File: src/rtl/counter_mod_n_updn.sv
// Modulo-MOD up/down counter with clear, checked parallel load, wrap/saturate
// modes, a combinational cascade carry and registered wrap/load-error pulses.
module counter_mod_n_updn #(
    parameter int MOD   = 100,
    parameter int WIDTH = 7
) (
    input  logic             clk,
    input  logic             rst,
    input  logic             en,
    input  logic             up,
    input  logic             clr,
    input  logic             ld,
    input  logic [WIDTH-1:0] ld_val,
    input  logic             sat,
    output logic [WIDTH-1:0] count,
    output logic             tc,
    output logic             wrap,
    output logic             ld_err
);

    localparam logic [WIDTH-1:0] TOP  = WIDTH'(MOD - 1);
    localparam logic [WIDTH:0]   MODX = (WIDTH + 1)'(MOD);

    generate
        if (MOD < 2 || MOD > (1 << WIDTH)) begin : g_bad_param
            $error("counter_mod_n_updn: MOD must lie in 2..2**WIDTH");
        end
    endgenerate

    logic             at_top;
    logic             at_bot;
    logic             ld_ok;
    logic [WIDTH-1:0] count_nxt;
    logic             wrap_nxt;
    logic             ld_err_nxt;

    assign at_top = (count == TOP);
    assign at_bot = (count == '0);
    // One extra bit so MOD == 2**WIDTH accepts every load value.
    assign ld_ok  = ({1'b0, ld_val} < MODX);

    assign tc = ~rst & en & ((up & at_top) | (~up & at_bot));

    always_comb begin
        count_nxt  = count;
        wrap_nxt   = 1'b0;
        ld_err_nxt = 1'b0;
        if (clr) begin
            count_nxt = '0;
        end else if (ld) begin
            if (ld_ok) begin
                count_nxt = ld_val;
            end else begin
                ld_err_nxt = 1'b1;
            end
        end else if (en) begin
            if (up) begin
                if (!at_top) begin
                    count_nxt = count + WIDTH'(1);
                end else if (!sat) begin
                    count_nxt = '0;
                    wrap_nxt  = 1'b1;
                end
            end else begin
                if (!at_bot) begin
                    count_nxt = count - WIDTH'(1);
                end else if (!sat) begin
                    count_nxt = TOP;
                    wrap_nxt  = 1'b1;
                end
            end
        end
    end

    always_ff @(posedge clk) begin
        if (rst) begin
            count  <= '0;
            wrap   <= 1'b0;
            ld_err <= 1'b0;
        end else begin
            count  <= count_nxt;
            wrap   <= wrap_nxt;
            ld_err <= ld_err_nxt;
        end
    end

endmodule

File: config.mk
export PLATFORM = sky130hd
export DESIGN_NAME = counter_mod_n_updn
export DESIGN_NICKNAME = d
export VERILOG_FILES = /design/src/rtl/counter_mod_n_updn.sv
export SDC_FILE = /design/constraint.sdc
export NUM_CORES = 1
export LEC_CHECK = 0
export ABC_AREA = 1
export CAP_MARGIN = 30
export CORE_ASPECT_RATIO = 0.9
export CORE_MARGIN = 3
export CORE_UTILIZATION = 51
export DETAILED_ROUTE_END_ITERATION = 8
export PLACE_DENSITY = 0.87
export SLEW_MARGIN = 15
export SYNTH_ARGS = -nofsm -noshare
export SYNTH_HDL_FRONTEND = slang
export SYNTH_SLANG_ARGS = --single-unit
File: constraint.sdc
create_clock -name clk -period 4.8 [get_ports clk]
set_input_delay 0.96 -clock clk [delete_from_list [all_inputs] [get_ports clk]]
set_output_delay 0.96 -clock clk [all_outputs]
set_load 0.01 [all_outputs]
==> Implementation_results.wiki <==
{| class="wikitable"
! Metric !! Value
|-
| Outcome || complete, no violations
|-
| # DRC || 0
|-
| Standard-cell rows || 14
|-
| Cells on worst reg2reg path || 10
|-
| Signed area change from the synthesized netlist to the final layout || 26.6%
|-
| Worst-path maximum fanout || 8
|-
| Placer's final routability congestion estimate || 0.955
|-
| Tightest Hold Check Type || flip-flop to flip-flop
|-
| NumNets Final || 202
|-
| CP Data Arrival Time || 2570 ps
|-
| Total buffers and inverters traversed by the critical path || 4
|-
| Smallest hold slack || 658 ps
|-
| Ys flop type || dfxtp_1
|-
| Diode insertion count for antenna repair || 0
|-
| Number of failing hold endpoints at the final stage || 0
|-
| Vias per std cell || 5.28
|-
| Endpoint of the most critical register-to-register path || count[5]
|-
| TritonCTS Buffers || 3
|-
| Number of stages on the worst hold path || 2
|-
| Unrepaired setup endpoints after global routing || no
|-
| Least-Margin Pin Slew || 605 ps
|-
| CTS resizes || 0
|-
| Period minus WS final || 3530 ps
|-
| Most common cell type on the critical path || clkdlybuf4s50_1
|-
| Static power due to leakage || 0.552 nW
|-
| Sort of element at the start of the critical path || input port
|-
| Average cell area after synthesis || 6.01 um2
|-
| Clock tree from TritonCTS || done
|-
| Seq/Total Area, Yosys || 0.186
|-
| Post-synth EDFFs || 0
|-
| Hold wc startpoint || count[0]
|-
| Clock edge transition at the registers on the reported setup and hold paths || 50 ps
|-
| Cell at the slowest stage of the critical path || clkdlybuf4s50_1
|-
| Die Span X || 51.9 um
|-
| Synth Cell Area || 967 um2
|-
| Syn. warnings || 0
|-
| Library cell occupying the most area in the post-synthesis netlist || dfxtp_1
|-
| Worst path top cell family by delay || buffers and inverters
|-
| Pin count of the biggest net entering global routing || 13
|-
| # port buffers || 23
|-
| Number of global-route vias before repair || 967
|-
| Cell-by-cell listing of the critical path || clkdlybuf4s50_1 > inv_2 > nand2_1 > nand4_1 > inv_1 > clkdlybuf4s50_1
|-
| Number of nets still failing antenna checks after routing || 0
|-
| Total routing usage reported by global routing || 0.233
|-
| Number of buffers between clock root and the deepest sink || 2
|-
| Fraction of registers with async set or reset after synthesis || 0
|-
| Max Clock Skew || 8.01 ps
|-
| Required time worst endpoint || 3840 ps
|-
| Ratio of cells with drive above 1 in the final layout || 0.201
|-
| Terminating pin of the worst hold path || count[0]
|-
| First-pass GRT wire length || 4180 um
|-
| Area fraction of the dominant cell type after synthesis || 0.186
|-
| Peak supply drop || 0.000194 V
|-
| Relative max-transition margin || 0.596
|-
| Power consumption || 0.252 mW
|-
| Flip-flop and latch count after synthesis || 9
|-
| Total iterations of the first detailed-routing run || 4
|-
| Die span in y || 47.3 um
|-
| Post-CTS setup buffer count || 0
|-
| Syn nets || 178
|-
| Floorplan Core Area || 1730 um2
|-
| Post-route clock period utilization || 0.735
|-
| Max cap viols || 0
|-
| Global-route congestion overflow total || 0
|-
| WL final || 2680 um
|-
| Worst-Skew Late Latency || 270 ps
|-
| Overall die area || 2460 um2
|-
| Initial Utilization || 0.558
|-
| Crit path largest cell delay || 650 ps
|-
| Number of DRC markers in iteration 0 || 56
|-
| Setup CP Type || input port to output port
|-
| Clock root buffer || clkbuf_4
|-
| Total negative setup slack || 0 ps
|-
| Peak clock frequency supported by timing || 0.283 GHz
|-
| Number of distinct library cells after synthesis || 27
|-
| Sinks on the clock net || 9
|-
| Total vias in the final route || 1,098
|-
| Synth top cells by count || nand2_1 (46), nor2_1 (21), nand3_1 (13)
|-
| Number of levels in the clock H-tree || 1
|-
| Number of hold buffers added after cts || 0
|-
| PwrDens || 206 nW/um2
|-
| FF-to-FF Start || count[1]
|-
| Setup Viol. Count Final || 0
|-
| Detail-routed net length per standard cell || 12.9 um
|-
| Final Max Slew Viols || 0
|-
| Antenna violations before repair || 0
|-
| Number of top-level design ports || 24
|-
| Reg-to-reg slack, setup || 2870 ps
|-
| Placed wire-length estimate || 2130 um
|-
| Top-count cell post-synth || nand2_1
|-
| Largest cells by area after synthesis || dfxtp_1 (19%), nand2_1 (18%), nor2_1 (8.2%), nand3_1 (6.7%), nand2_2 (5.2%)
|-
| Crit. End Element || output port
|-
| Number of instances in the synthesized netlist || 161
|}
-- report_power, final --
part	leakage, nW	switching [mW]	internal, mW	total, mW
registers	0.0735	0.0111	0.0787	0.0899
clock network	0.0150	0.0257	0.0320	0.0576
logic	0.464	0.0592	0.0454	0.105
-- per-layer routing --
metal	track usage	up-vias	wire, um
li1	-	558	-
met1	0.281	471	1110
met2	0.411	62	1260
met3	0.0603	7	270
met4	0.0681	0	41
met5	0	-	0
-- tightest hold or removal path: cells and delay by family, from the launching register on --
family / cells / cell delay (ps)
flip-flops: 1 / 400
AND/OR/NAND/NOR: 1 / 40
AO/OA/AOI/OAI: 1 / 170
-- stage by stage --
step	cells	utilization	setup WS, ps	area (um2)
finish	208	0.706	1270	1220
global route	208	0.706	1140	1220
CTS	208	0.706	1300	1220
detailed placement	204	0.691	1310	1200
global placement	204	0.691	1330	1200
floorplan	161	-	2370	967
-- cell type report --
class / instances / area, um2
tap: 24 / 30.0
multi-input combinational: 130 / 691
timing repair buffer: 23 / 230
inverter: 18 / 67.6
clock buffer: 4 / 26.3
fill: 138 / 509
sequential: 9 / 180
-- how the worst max path moves through the flow --
| stage | from | endpoint | slack, ps | cells after the start |
|---|---|---|---|---|
| 6_report | up | tc | 1270 | 6 |
| 5_1_grt | up | tc | 1140 | 6 |
| 4_1_cts | up | tc | 1300 | 6 |
| 3_5_place_dp | up | tc | 1310 | 6 |
| 3_3_place_gp | up | tc | 1330 | 6 |
| 2_1_floorplan | up | tc | 2370 | 5 |
-- logic make-up after synthesis --
group	after synthesis	synth area share
AOI/OAI and AO/OA	10	0.0685
xor gates and xnor gates	3	0.0272
adders and majority gates	3	0.0388
buffers and inverters	22	0.0996
DFF	9	0.186
and+or+nand+nor	114	0.580
-- cell usage in the layout (no fill, tap or decap) --
cell	instances
nand2_1	46
nand3_2	2
inv_1	10
nor4_1	1
clkdlybuf4s50_1	23
clkbuf_1	1
nor3_2	1
o31ai_4	1
nor3_1	1
nor2_2	7
xnor2_1	1
inv_2	8
nand2_2	8
nor2_4	2
or2_2	3
nor2_1	21
nand3b_1	1
a21oi_1	3
clkbuf_4	3
nand3_1	13
xor2_1	2
dfxtp_1	9
nand4_1	6
nand2_4	2
ha_1	3
o21ai_0	1
o21ai_1	5
-- registers in the layout, indices dropped and copies added (netlist names) --
signal  flops
wrap        1
ld_err      1
count       7
No activity file was read; power rests on OpenSTA's default activity.
